===== config.mk =====
export PLATFORM = sky130hd
export DESIGN_NAME = inst_length_aligner
export DESIGN_NICKNAME = d
export VERILOG_FILES = /design/src/rtl/inst_length_aligner.sv
export SDC_FILE = /design/constraint.sdc
export NUM_CORES = 1
export LEC_CHECK = 0
export BUFFER_PORTS_ARGS = -buffer_cell sky130_fd_sc_hd__buf_2
export CELL_PAD_IN_SITES_DETAIL_PLACEMENT = 1
export CELL_PAD_IN_SITES_GLOBAL_PLACEMENT = 2
export CORE_MARGIN = 1.5
export CORE_UTILIZATION = 39
export CTS_CLUSTER_DIAMETER = 100
export DETAILED_ROUTE_END_ITERATION = 10
export PLACE_DENSITY_LB_ADDON = 0.25
export SLEW_MARGIN = 25
export SYNTH_ARGS = -nofsm -noshare
export SYNTH_HDL_FRONTEND = slang
export SYNTH_SLANG_ARGS = --single-unit
export TNS_END_PERCENT = 20

===== constraint.sdc =====
create_clock -name clk -period 5.7 [get_ports clk]
set_input_delay 0.57 -clock clk [delete_from_list [all_inputs] [get_ports clk]]
set_output_delay 0.57 -clock clk [all_outputs]
set_load 0.005 [all_outputs]

===== src/rtl/inst_length_aligner.sv =====
// MCS-51 instruction length aligner: collects fetched code bytes in a small
// circular buffer and issues one aligned, length-classified instruction per cycle.
module inst_length_aligner #(
  parameter int FETCH_BYTES = 2,
  parameter int BUF_DEPTH   = 8,
  parameter int PC_WIDTH    = 16
) (
  input  logic                     clk,
  input  logic                     reset_n,
  input  logic                     fetch_valid,
  output logic                     fetch_ready,
  input  logic [8*FETCH_BYTES-1:0] fetch_data,
  input  logic                     flush,
  input  logic [PC_WIDTH-1:0]      flush_pc,
  output logic                     inst_valid,
  input  logic                     inst_ready,
  output logic [7:0]               inst_opcode,
  output logic [7:0]               inst_op1,
  output logic [7:0]               inst_op2,
  output logic [1:0]               inst_len,
  output logic [PC_WIDTH-1:0]      inst_pc,
  output logic                     inst_is_rel_branch
);

  localparam int PTR_W = $clog2(BUF_DEPTH);
  localparam int CNT_W = PTR_W + 1;
  localparam logic [CNT_W-1:0] DEPTH_C = CNT_W'(BUF_DEPTH);
  localparam logic [CNT_W-1:0] BEAT_C  = CNT_W'(FETCH_BYTES);

  // AJMP/ACALL occupy every opcode whose low nibble is 1, so they are tested first.
  function automatic logic [1:0] op_len(input logic [7:0] op);
    logic [1:0] len;
    if (op[3:0] == 4'h1) begin
      len = 2'd2;
    end else begin
      case (op) inside
        8'h02, 8'h12, 8'h10, 8'h20, 8'h30, 8'h43, 8'h53, 8'h63,
        8'h75, 8'h85, 8'h90, [8'hB4:8'hBF], 8'hD5:
          len = 2'd3;
        8'h05, 8'h15, 8'h24, 8'h25, 8'h34, 8'h35, 8'h40, 8'h42,
        8'h44, 8'h45, 8'h50, 8'h52, 8'h54, 8'h55, 8'h60, 8'h62,
        8'h64, 8'h65, 8'h70, 8'h72, 8'h74, 8'h76, 8'h77, [8'h78:8'h7F],
        8'h80, 8'h82, [8'h86:8'h8F], 8'h92, 8'h94, 8'h95, 8'hA0, 8'hA2,
        [8'hA6:8'hAF], 8'hB0, 8'hB2, 8'hC0, 8'hC2, 8'hC5, 8'hD0, 8'hD2,
        [8'hD8:8'hDF], 8'hE5, 8'hF5:
          len = 2'd2;
        default:
          len = 2'd1;
      endcase
    end
    return len;
  endfunction

  function automatic logic op_is_rel(input logic [7:0] op);
    logic rel;
    case (op) inside
      8'h10, 8'h20, 8'h30, 8'h40, 8'h50, 8'h60, 8'h70, 8'h80,
      [8'hB4:8'hBF], 8'hD5, [8'hD8:8'hDF]:
        rel = 1'b1;
      default:
        rel = 1'b0;
    endcase
    return rel;
  endfunction

  logic [7:0]          buf_q [BUF_DEPTH];
  logic [7:0]          buf_d [BUF_DEPTH];
  logic [PTR_W-1:0]    rd_ptr_q, rd_ptr_d;
  logic [PTR_W-1:0]    wr_ptr_q, wr_ptr_d;
  logic [CNT_W-1:0]    count_q, count_d;
  logic [PC_WIDTH-1:0] pc_q, pc_d;

  logic [7:0]       head_s, byte1_s, byte2_s;
  logic [1:0]       len_s;
  logic [CNT_W-1:0] len_cnt_s;
  logic             push_s, pop_s;

  assign head_s    = buf_q[rd_ptr_q];
  assign byte1_s   = buf_q[rd_ptr_q + PTR_W'(32'd1)];
  assign byte2_s   = buf_q[rd_ptr_q + PTR_W'(32'd2)];
  assign len_s     = op_len(head_s);
  assign len_cnt_s = {{(CNT_W-2){1'b0}}, len_s};

  // Handshakes and instruction fields; fetch_ready looks only at the registered count.
  always_comb begin
    fetch_ready        = (DEPTH_C - count_q) >= BEAT_C;
    inst_valid         = (count_q >= len_cnt_s) && !flush;
    push_s             = fetch_valid && fetch_ready && !flush;
    pop_s              = inst_valid && inst_ready;
    inst_opcode        = head_s;
    inst_op1           = (len_s >= 2'd2) ? byte1_s : 8'h00;
    inst_op2           = (len_s == 2'd3) ? byte2_s : 8'h00;
    inst_len           = len_s;
    inst_pc            = pc_q;
    inst_is_rel_branch = op_is_rel(head_s);
  end

  // Pointer, count and PC next state; flush overrides any push or pop.
  always_comb begin
    rd_ptr_d = rd_ptr_q;
    wr_ptr_d = wr_ptr_q;
    count_d  = count_q;
    pc_d     = pc_q;
    if (flush) begin
      rd_ptr_d = '0;
      wr_ptr_d = '0;
      count_d  = '0;
      pc_d     = flush_pc;
    end else begin
      if (pop_s) begin
        rd_ptr_d = rd_ptr_q + PTR_W'(len_s);
        pc_d     = pc_q + PC_WIDTH'(len_s);
      end else begin
        rd_ptr_d = rd_ptr_q;
        pc_d     = pc_q;
      end
      if (push_s) begin
        wr_ptr_d = wr_ptr_q + PTR_W'(FETCH_BYTES);
      end else begin
        wr_ptr_d = wr_ptr_q;
      end
      count_d = count_q + (push_s ? BEAT_C : '0) - (pop_s ? len_cnt_s : '0);
    end
  end

  // Byte buffer write: a beat lands at wr_ptr and wraps around the ring.
  always_comb begin
    buf_d = buf_q;
    if (push_s) begin
      for (int i = 0; i < FETCH_BYTES; i++) begin
        buf_d[wr_ptr_q + PTR_W'(i)] = fetch_data[8*i +: 8];
      end
    end else begin
      buf_d = buf_q;
    end
  end

  // State registers.
  always_ff @(posedge clk or negedge reset_n) begin
    if (!reset_n) begin
      buf_q    <= '{default: 8'h00};
      rd_ptr_q <= '0;
      wr_ptr_q <= '0;
      count_q  <= '0;
      pc_q     <= '0;
    end else begin
      buf_q    <= buf_d;
      rd_ptr_q <= rd_ptr_d;
      wr_ptr_q <= wr_ptr_d;
      count_q  <= count_d;
      pc_q     <= pc_d;
    end
  end

endmodule


==> metrics.txt <==
status finished, final reports clean; largest net degree at the start of global routing 47; I/O pin count 82; cell count after synthesis 540; Synth area leader dfrtp_1; TritonCTS Buffers 9; num rows 45; RePlAce Congestion 0.8511; beginning of the critical path rd_ptr_q[2]; NumNets Final between 600 and 700; Post-DRT Antenna Nets 0; Slew headroom a little under a third; post-synthesis sequential area ratio 36.98%; gr usage total 23.51%; Hold Crit Class input port to asynchronous set/reset pin; HPWL Detailed 12630 um; DRC errors left 0; reg2reg start rd_ptr_q[2]; commonest non-fill, non-tap cell in the layout dfrtp_1; Die Y roughly 130 um; antenna violations before repair 0; post-synthesis xor/xnor area fraction 0.5816%; kind of critical path flip-flop to flip-flop; filler instances 1649; Synth Flop Type dfrtp_1; CTS sink count 89; die area around 16000 um^2; post-route cell area about 7000 um^2; total power approximately 4500 uW; Layout area overhead 15.95%; Via-to-Cell Ratio 5.923; Ys Warns 0; Synth Area in Compound Gates between 10% and 20%; per-cell routed wire length 22.10 um; first-pass GRT wire length 29000 um; port bufs 81; PwrDens around 650 nW/um^2; worst-case clock buffer depth 2; Synth top area share between 30% and 40%; ranking of synthesized cells by area dfrtp_1 37%, mux4_2 16%, mux2_2 7.5%, nand2_1 5.3%, ha_1 4.2%; placed insts approximately 800; Crit. End Element flip-flop; Adder-Cell Fraction of Synth Area 5.484%; root buffer cell clkbuf_16; Peak supply drop 0.0003092 V; Worst Path Required ~6000 ps; most frequent cells in the layout 88 x dfrtp_1, 84 x nand2_1, 80 x buf_2; Seq cells post-synth 89; Syn Nets 601; worst reg-to-reg path cell count 20; total wire length 17990 um; Setup Viol. Count Final 0; Final min period 5353 ps; crit path launch type flip-flop; layout cells sized above 1 37.06%; DRT iter0 DRCs 299; setup TNS 0 ps; max-cap violations 0; RSZ-0062 raised after global routing false; Synth Area in Simple Gates 13.05%; leak pwr 0.002922 uW; Setup crit end count_q[3]; period utilization 93.91%; Crit path arrival time 5570 ps; Async S/R FF share, synth 100.0%; mux share of post-synthesis cell area 28.92%; vias in the first global route 5194; core area 15150 um^2; # H-tree levels 3; largest family of logic cells by synthesized area multiplexers; number of synthesized flops with an enable pin 0; mean post-synth cell area 11.15 um^2; synthesized area roughly 6000 um^2; via count 4821; reg-to-reg slack, setup ~350 ps; clk_skew about 9 ps; CTS tree built; initial core utilization 39.77%; worst-skew pair later-pin latency 350 ps; Slew Limit Fails 0; Post-DP Area 6669 um^2; final hold violations 0; n_diodes 0; Critical Path Fanout Max 11; Clock transition at path regs roughly 70 ps; Crit Reg-Reg Endpoint count_q[3]; final std cells w/o fill 814; First-pass DRT Iterations 4; die outline width 127.3 um; GR Overflow Total 0; achievable clock frequency 0.1868 GHz; Yosys cell types 58; Slew @ Worst Pin 1043 ps
-- repair_timing --
item	in CTS	in global routing
setup buffers	0	1
endpoints found under the setup margin	0	5
gates resized for setup	0	1
hold buffers	0	0
-- per-stage QoR --
| step | worst slack (ps) | util [%] | hold WS [ps] |
|---|---|---|---|
| finish | 346.9 | 46.11 | 238.3 |
| global route | 10.59 | 46.11 | 276.8 |
| CTS | 147.4 | 45.99 | 246.9 |
| detailed placement | 184.9 | 44.03 | 506.0 |
| global placement | 320.5 | 44.03 | 482.0 |
| floorplan | 493.8 | - | 274.4 |
-- power breakdown --
| part | switching, uW | internal (uW) | total, uW | leakage [uW] |
|---|---|---|---|---|
| clock network | 255 | 350 | 605 | 0.000138 |
| logic | 1530 | 1250 | 2780 | 0.00164 |
| registers | 263 | 858 | 1120 | 0.00114 |
-- logic make-up (layout without fill, tap and decap cells) --
family,Yosys count,in the layout
simple gates,164,164
mux,107,107
compound gates,96,96
flops,89,89
buf+inv,56,142
fa+ha+maj,24,24
xor+xnor,4,4
-- registers in the layout (all words and copies together) (netlist names) --
register / count
buf_q: 64
wr_ptr_q: 2
count_q: 4
rd_ptr_q: 3
inst_pc: 16
-- routing by layer --
metal  GRT usage, %  vias up  wire [um]
li1               -     2187          -
met1          33.79     2504       8467
met4          7.420        0        309
met2          37.36      109       8570
met5              0        -          0
met3          2.889       21        644
-- worst max-delay path, stage by stage, from the launching register on --
cell      delay, ps
dfrtp_1         650
buf_4           300
mux4_2          340
mux2i_4         420
inv_4           140
nor2_2          180
a221oi_1        120
nor4_1          420
nor4_4          140
and2_1          250
ha_1            300
a21o_1          110
a21boi_1         70
or3_1           330
a21o_1          180
fa_1            480
ha_1            150
inv_1            50
fa_1            370
xnor2_1         150
nor2_1           50
-- worst min-delay path by stage --
| stage | slack (ps) | endpoint |
|---|---|---|
| 2_1_floorplan | 270 | buf_q[0] |
| 3_3_place_gp | 480 | buf_q[3] |
| 3_5_place_dp | 510 | buf_q[32] |
| 4_1_cts | 250 | buf_q[39] |
| 5_1_grt | 280 | buf_q[39] |
| 6_report | 240 | buf_q[31] |
-- final cells by class --
cell class | count | area [um^2] | share of cell area [%]
Multi-Input combinational cell | 395 | 3550 | 50.82
Sequential cell | 89 | 2231 | 31.94
Timing Repair Buffer | 103 | 576.8 | 8.259
Clock buffer | 11 | 242.7 | 3.475
Tap cell | 188 | 235.2 | 3.368
Inverter | 24 | 95.09 | 1.362
Clock inverter | 4 | 53.80 | 0.7703
-- Yosys cell counts, drive strengths merged (6+ instances only) --
master,count
a21oi,16
a221o,6
buf,16
clkbuf,16
dfrtp,89
ha,20
inv,24
mux2,40
mux2i,23
mux4,44
nand2,85
nand3,16
nor2,23
nor3,7
nor4,6
o21ai,41
o311ai,12
(Power assumes the default switching activity.)
